File: config.mk
export PLATFORM = sky130hd
export DESIGN_NAME = ps2_host_tx
export DESIGN_NICKNAME = d
export VERILOG_FILES = /design/src/rtl/ps2_host_tx.sv
export SDC_FILE = /design/constraint.sdc
export NUM_CORES = 1
export LEC_CHECK = 0
export CAP_MARGIN = 20
export CORE_MARGIN = 3
export CORE_UTILIZATION = 45
export CTS_BUF_LIST = sky130_fd_sc_hd__clkbuf_4 sky130_fd_sc_hd__clkbuf_8
export DETAILED_ROUTE_END_ITERATION = 16
export HOLD_SLACK_MARGIN = 0.12
export PLACE_DENSITY = 0.66
export REMOVE_ABC_BUFFERS = 1
export SYNTH_ARGS = -nofsm -noshare
export SYNTH_HDL_FRONTEND = slang
export SYNTH_SLANG_ARGS = --single-unit
File: constraint.sdc
create_clock -name fpga_clock -period 3.76 [get_ports fpga_clock]
set_input_delay 0.752 -clock fpga_clock [delete_from_list [all_inputs] [get_ports fpga_clock]]
set_output_delay 0.752 -clock fpga_clock [all_outputs]
set_load 0.02 [all_outputs]
File: src/rtl/ps2_host_tx.sv
// PS/2 host-to-device command transmitter: inhibit, start bit, 8 data bits, odd parity, stop, ACK.
// Optional macro PS2_HOST_TX_RETRY_EN re-sends the latched byte once after a NACK or timeout.
module ps2_host_tx #(
    parameter int INHIBIT_CYCLES = 10000,
    parameter int TIMEOUT_CYCLES = 2000000,
    parameter int TIMER_W        = 24
) (
    input  logic       fpga_clock,
    input  logic       reset,
    input  logic       tx_valid,
    input  logic [7:0] tx_data,
    output logic       tx_ready,
    input  logic       ps2_clk_in,
    input  logic       ps2_data_in,
    output logic       ps2_clk_drive_low,
    output logic       ps2_data_drive_low,
    output logic       tx_done,
    output logic       tx_error
);
    typedef enum logic [2:0] {IDLE, INHIBIT, START, SEND, ACK, WAIT_IDLE, RETRY} state_t;

    localparam logic [TIMER_W-1:0] INHIBIT_LAST = TIMER_W'(INHIBIT_CYCLES - 1);
    localparam logic [TIMER_W-1:0] TIMEOUT_LAST = TIMER_W'(TIMEOUT_CYCLES - 1);
    localparam logic [TIMER_W-1:0] TIMER_MAX    = '1;

    logic clk_meta, clk_sync, clk_prev, data_meta, data_sync;
    logic fe, lines_idle;

    // Idle-high lines, so the synchronizers come out of reset at 1 and see no false edge.
    always_ff @(posedge fpga_clock or negedge reset) begin
        if (!reset) begin
            {clk_meta, clk_sync, clk_prev, data_meta, data_sync} <= '1;
        end else begin
            clk_meta  <= ps2_clk_in;
            clk_sync  <= clk_meta;
            clk_prev  <= clk_sync;
            data_meta <= ps2_data_in;
            data_sync <= data_meta;
        end
    end

    assign fe         = clk_prev & ~clk_sync;
    assign lines_idle = clk_sync & data_sync;

    state_t             state;
    logic [TIMER_W-1:0] timer;
    logic [3:0]         bit_cnt;
    logic [7:0]         tx_byte;
    logic               parity, ack_ok;
    logic               timing, timeout, nack, fail;
`ifdef PS2_HOST_TX_RETRY_EN
    logic               retried;
`endif

    assign timing   = state inside {SEND, ACK, WAIT_IDLE};
    // A device edge in the same cycle as expiry keeps the frame alive.
    assign timeout  = timing && !fe && (timer >= TIMEOUT_LAST);
    assign nack     = (state == WAIT_IDLE) && lines_idle && !ack_ok;
    assign fail     = timeout | nack;
    assign tx_ready = (state == IDLE);

    always_ff @(posedge fpga_clock or negedge reset) begin
        if (!reset) begin
            state              <= IDLE;
            timer              <= '0;
            bit_cnt            <= '0;
            tx_byte            <= '0;
            parity             <= 1'b0;
            ack_ok             <= 1'b0;
            ps2_clk_drive_low  <= 1'b0;
            ps2_data_drive_low <= 1'b0;
            tx_done            <= 1'b0;
            tx_error           <= 1'b0;
`ifdef PS2_HOST_TX_RETRY_EN
            retried            <= 1'b0;
`endif
        end else begin
            tx_done  <= 1'b0;
            tx_error <= 1'b0;
            if (timing) begin
                if (fe)
                    timer <= '0;
                else if (timer != TIMER_MAX)
                    timer <= timer + 1'b1;
            end
            if (fail) begin
                ps2_clk_drive_low  <= 1'b0;
                ps2_data_drive_low <= 1'b0;
`ifdef PS2_HOST_TX_RETRY_EN
                if (!retried) begin
                    retried <= 1'b1;
                    state   <= RETRY;
                end else begin
                    tx_error <= 1'b1;
                    state    <= IDLE;
                end
`else
                tx_error <= 1'b1;
                state    <= IDLE;
`endif
            end else begin
                case (state)
                    IDLE: begin
`ifdef PS2_HOST_TX_RETRY_EN
                        retried <= 1'b0;
`endif
                        if (tx_valid) begin
                            tx_byte            <= tx_data;
                            parity             <= ~^tx_data;
                            timer              <= '0;
                            ps2_clk_drive_low  <= 1'b1;
                            ps2_data_drive_low <= 1'b0;
                            state              <= INHIBIT;
                        end
                    end
                    INHIBIT: begin
                        if (timer == INHIBIT_LAST) begin
                            ps2_data_drive_low <= 1'b1;
                            state              <= START;
                        end else begin
                            timer <= timer + 1'b1;
                        end
                    end
                    START: begin
                        ps2_clk_drive_low <= 1'b0;
                        bit_cnt           <= '0;
                        timer             <= '0;
                        state             <= SEND;
                    end
                    SEND: begin
                        if (fe) begin
                            if (bit_cnt < 4'd8)
                                ps2_data_drive_low <= ~tx_byte[bit_cnt[2:0]];
                            else if (bit_cnt == 4'd8)
                                ps2_data_drive_low <= ~parity;
                            else begin
                                ps2_data_drive_low <= 1'b0;
                                state              <= ACK;
                            end
                            bit_cnt <= bit_cnt + 1'b1;
                        end
                    end
                    ACK: begin
                        if (fe) begin
                            ack_ok <= ~data_sync;
                            state  <= WAIT_IDLE;
                        end
                    end
                    WAIT_IDLE: begin
                        // The NACK exit is taken by the fail path above.
                        if (lines_idle) begin
                            tx_done <= 1'b1;
                            state   <= IDLE;
                        end
                    end
`ifdef PS2_HOST_TX_RETRY_EN
                    RETRY: begin
                        ps2_clk_drive_low  <= 1'b1;
                        ps2_data_drive_low <= 1'b0;
                        timer              <= '0;
                        state              <= INHIBIT;
                    end
`endif
                    default: state <= IDLE;
                endcase
            end
        end
    end
endmodule

### Word-level counts from Yosys, hierarchy flattened

Cells that the tools add are included.
Widths: inputs -> output; s select.

| storage, ports and cells | value |
|---|---|
| output and inout bits | 5 |
| bits of input ports | 13 |
| flip-flop bits (word level) | 50 |
| word-level logic and storage cells | 96 |

| operators by class | value |
|---|---|
| eq/ne operators | 16 |
| order comparisons | 3 |
| $add $sub $neg | 2 |
| mux-type cells | 34 |
| bitwise gates (word level) | 8 |
| reductions and logical operators | 18 |

Operator list:

| cell | number |
|---|---|
| $mux 24 | 6 |
| $pmux 24 s3 | 1 |
| $add 24x1->24 const B | 1 |
| $eq 24x14->1 const B | 1 |
| $ge 24x21->1 const B | 1 |
| $mux 3 | 8 |
| $ne 24x24->1 const B | 1 |
| $ne 3x3->1 const B | 6 |
| $pmux 3 s6 | 1 |
| $mux 1 | 13 |
| $reduce_and 3->1 | 3 |
| $pmux 4 s2 | 1 |
| $reduce_xnor 8->1 | 1 |
| $reduce_and 7->1 | 1 |
| $eq 3x2->1 const B | 2 |
| $eq 3x3->1 const B | 2 |
| $reduce_bool 3->1 | 2 |
| $not 1->1 | 5 |
| $add 4x1->4 const B | 1 |
| $eq 4x4->1 const B | 1 |
| $logic_and 1x1->1 | 4 |
| $lt 3x4->1 const B | 1 |
| $lt 4x4->1 const B | 1 |
| $mux 4 | 1 |
| 14 further kinds | 16 |

### Longest topological paths before layout

| depth | value |
|---|---|
| word-level depth | 8 |
| gate-level depth with buffers | 8 |
| gate-level depth less buffers | 8 |

### Least setup slack after synthesis

No wires, ideal clock.

| timing path | value |
|---|---|
| kind | input port to flip-flop |
| from | input port tx_valid |
| to | register timer[14] |
| stages on the path | 6 |
| required time | 3,615 ps |
| data arrival time | 1,984 ps |
| path slack | 1,631 ps |
| path buffers | 0 |
| setup time | 145 ps |
| cells stage by stage | nor3_1 > a211oi_2 > o31ai_4 > a211o_2 > a211oi_2 > a221oi_2 |

| on the way | value |
|---|---|
| word-level cells in the longest chain between the ends | 3 |

RTL lines:

| element | line | source |
|---|---|---|
| start: declaration | 10 | `input logic tx_valid,` |
| $mux 24 | 107 | `if (tx_valid) begin` |
| $pmux 24 s3 | 102 | `case (state)` |
| $mux 24 | 86 | `if (fail) begin` |
| end signal: assignment | 84 | `timer <= timer + 1'b1;` |
| end signal: assignment | 121 | `timer <= timer + 1'b1;` |
| end: declaration | 46 | `logic [TIMER_W-1:0] timer;` |

Every way passes these cells.
A chain may end at the register's enable or synchronous reset.

### Final worst setup path

| timing path | value |
|---|---|
| from | register state[0] |
| to | output port tx_ready |

| on the way | value |
|---|---|
| word-level cells in the longest chain between the ends | 1 |

RTL lines:

| element | line | source |
|---|---|---|
| start: declaration | 45 | `state_t state;` |
| start signal: assignment | 64 | `state <= IDLE;` |
| start signal: assignment | 99 | `state <= IDLE;` |
| start signal: assignment | 113 | `state <= INHIBIT;` |
| $logic_not 3->1 | 60 | `assign tx_ready = (state == IDLE);` |
| end: declaration | 12 | `output logic tx_ready,` |

Every way passes these cells.

==> results.sh <==
export IMPL_crit_buf_inv=1
export IMPL_slowest_delay_ns=0.65
export IMPL_synthTopCellsByCount="45 x dfrtp_1, 32 x nand2_1, 28 x nor2_1"
export IMPL_io_pin_count=18
export IMPL_slew_headroom_pct=57.1
export IMPL_fillCellCount=596
export IMPL_ys_warn_count=0
export IMPL_synth_area_sq_um=3080
export IMPL_place_ws_ns=1.15
export IMPL_initial_utilization_pct=47.5
export IMPL_cts_buffer_depth=2
export IMPL_design_area_sq_um=3410
export IMPL_cpMaxStageDelayCell="clkdlybuf4s50_1"
export IMPL_clkPwrFrac_pct=25.9
export IMPL_p_comb_share_pct=28.5
export IMPL_synthTopCellsByArea="dfrtp_1 37%, dfstp_2 4.3%, nand2_1 3.9%"
export IMPL_antenna_left=0
export IMPL_core_area_sq_um=6490
export IMPL_layout_drive_gt1_share_pct=12.5
export IMPL_max_cap_violations=0
export IMPL_critPathKind="register to primary output"
export IMPL_period_share_pct=69.7
export IMPL_async_flop_share_pct=100
export IMPL_final_nets=367
export IMPL_synth_edf_count=0
export IMPL_p_per_area_nw_per_um2=449
export IMPL_p_seq_share_pct=45.6
export IMPL_clock_sinks=50
export IMPL_wl_per_cell_um=17.7
export IMPL_cp_data_arrival_time_ns=1.87
export IMPL_grt_first_pass_wirelength_mm=12.8
export IMPL_setup_viol=0
export IMPL_finalClockSkew_ns=0.00830
export IMPL_crit_chain="nor3_1, clkdlybuf4s50_1"
export IMPL_holdBufCountCts=0
export IMPL_place_area_sq_um=3300
export IMPL_grtUsageTotal_pct=20.6
export IMPL_antenna_cells=0
export IMPL_start_kind="register"
export IMPL_hp_start="clk_meta"
export IMPL_rows=29
export IMPL_ys_types=63
export IMPL_crit_start="state[0]"
export IMPL_cp_top_family="buffers and inverters"
export IMPL_slew_violations=0
export IMPL_antenna_found_initial=0
export IMPL_rsz0062_at_grt="false"
export IMPL_hold_path_class="register to register"
export IMPL_drtIter0Drc=243
export IMPL_die_y_um=88.8
export IMPL_postCtsSetupBuffers=0
export IMPL_vias=2713
export IMPL_max_freq_mhz=382
export IMPL_netlist_instances=339
export IMPL_drcViolationCount=0
export IMPL_status="completed"
export IMPL_timing_hold_ws_ns=0.362
export IMPL_worst_slack_ns=1.14
export IMPL_numCtsBuffers=5
export IMPL_firstDrtPassIters=6
export IMPL_avgSynthCellArea_sq_um=9.09
export IMPL_cts_root_buf="clkbuf_8"
export IMPL_die_x_um=88.8
export IMPL_end_kind="primary output"
export IMPL_post_drt_via_cell_ratio=6.32
export IMPL_port_buffers=17
export IMPL_ir_drop_v=0.000300
export IMPL_grt_max_degree=27
export IMPL_cp_max_fo=20
export IMPL_area_growth_pct=10.7
export IMPL_clkSlewWorstSetupHoldPaths_ns=0.09
export IMPL_post_dp_hpwl_mm=5.46
export IMPL_hold_violations=0
export IMPL_yosysMostFrequentCell="dfrtp_1"
export IMPL_max_slew_worst_pin_slew_ns=0.638
export IMPL_yosys_area_top_type="dfrtp_1"
export IMPL_wl_mm=7.60
export IMPL_finalWeightedCongestion=0.911
export IMPL_fin_crit_ns=2.62
export IMPL_ys_ff_latch=50
export IMPL_netSwitchingPower_uw=523
export IMPL_insertion_delay_ns=0.31
export IMPL_cts_tree="built"
export IMPL_fin_setup_tns_ns=0
export IMPL_dieArea_sq_um=7880
export IMPL_ys_flop_type="dfrtp_1"
export IMPL_worstPathRequired_ns=3.01
export IMPL_rr_startpoint="timer[0]"
export IMPL_ys_seq_area_share_pct=40.8
export IMPL_gr_total_overflow=0
export IMPL_netlist_area_leader_share_pct=36.5
export IMPL_post_cts_resized=0
export IMPL_grt_pass1_vias=2571
export IMPL_leakage_nw=1.30
export IMPL_intPower_mw=1.01
export IMPL_h_tree_depth=2
export IMPL_switching_share_pct=34.2
kinds of logic (layout without fill, tap and decap cells):
logic type | after synthesis | after routing | synth area share (%)
compound gates | 98 | 98 | 22.2
fa+ha+maj | 3 | 3 | 1.22
mux | 11 | 11 | 4.71
xor+xnor | 14 | 14 | 3.98
buf+inv | 25 | 38 | 3.57
simple gates | 138 | 138 | 23.5
flops | 50 | 50 | 40.8
sequential cells by signal, indices dropped and copies added, names as in the netlist:
signal              flops
ps2_data_drive_low      1
data_meta               1
tx_byte                 8
parity                  1
ps2_clk_drive_low       1
state                   3
clk_meta                1
ack_ok                  1
timer                  24
clk_prev                1
tx_done                 1
tx_error                1
bit_cnt                 4
clk_sync                1
data_sync               1
placed cells by master (no fill, tap or decap), types with 3 or more instances in the layout:
| cell type | count |
|---|---|
| nor2_1 | 28 |
| a31oi_1 | 5 |
| o21a_1 | 4 |
| nor2b_1 | 6 |
| o21ai_0 | 21 |
| o41ai_1 | 3 |
| a211oi_1 | 6 |
| dfrtp_1 | 45 |
| mux2_2 | 8 |
| clkdlybuf4s50_1 | 16 |
| o21ai_1 | 3 |
| a311o_1 | 3 |
| nand3_1 | 22 |
| a21oi_1 | 20 |
| or3_1 | 3 |
| ha_1 | 3 |
| dfstp_2 | 5 |
| a22o_1 | 5 |
| o22ai_1 | 4 |
| xnor2_1 | 12 |
| nand2_1 | 32 |
| nand4_1 | 9 |
| nor3_1 | 16 |
| inv_1 | 9 |
| nand2b_1 | 3 |
| clkbuf_8 | 5 |
| buf_4 | 4 |
power by group through the flow:
stage | Clock, mW | Combinational [mW] | Sequential, mW
finish | 0.397 | 0.437 | 0.698
global route | 0.422 | 0.490 | 0.709
CTS | 0.403 | 0.436 | 0.698
detailed placement | 0 | 0.434 | 0.708
global placement | 0 | 0.430 | 0.703
floorplan | 0 | 0.310 | 0.680
cell type report:
class | count | area [sq um] | share of cell area, %
timing repair buffer | 21 | 195 | 5.72
multi-input combinational | 264 | 1720 | 50.3
inverter | 9 | 33.8 | 0.990
clock inverter | 2 | 37.5 | 1.10
tap | 77 | 96.3 | 2.82
sequential | 50 | 1260 | 36.9
clock buffer | 6 | 76.3 | 2.24
per-stage QoR:
stage | total power, mW | std cells | util [%]
after global placement | 1.13 | 421 | 50.8
after CTS | 1.54 | 429 | 52.5
final | 1.53 | 429 | 52.5
after detailed placement | 1.14 | 421 | 50.8
after floorplan | 0.990 | 323 | -
after global routing | 1.62 | 429 | 52.5
metal layers:
| metal | GRT usage [%] | wire length (um) | up-vias |
|---|---|---|---|
| li1 | - | - | 1281 |
| met1 | 28.9 | 3380 | 1325 |
| met2 | 33.3 | 3680 | 102 |
| met3 | 2.42 | 444 | 5 |
| met4 | 6.46 | 87 | 0 |
| met5 | 0 | 0 | - |
path summary, 6_finish.rpt:
kind | endpoint | slack [ns] | depth (start not counted)
worst max-delay path | tx_ready | 1.14 | 2
worst min-delay path | clk_sync | 0.36 | 0
worst max register to register | timer[17] | 1.17 | 7
worst min register to register | clk_sync | 0.36 | 0
max in group asynchronous | data_sync | 2.52 | 2
min in group asynchronous | timer[9] | 0.43 | 1
Note: power is estimated with default switching activity, not from simulation.
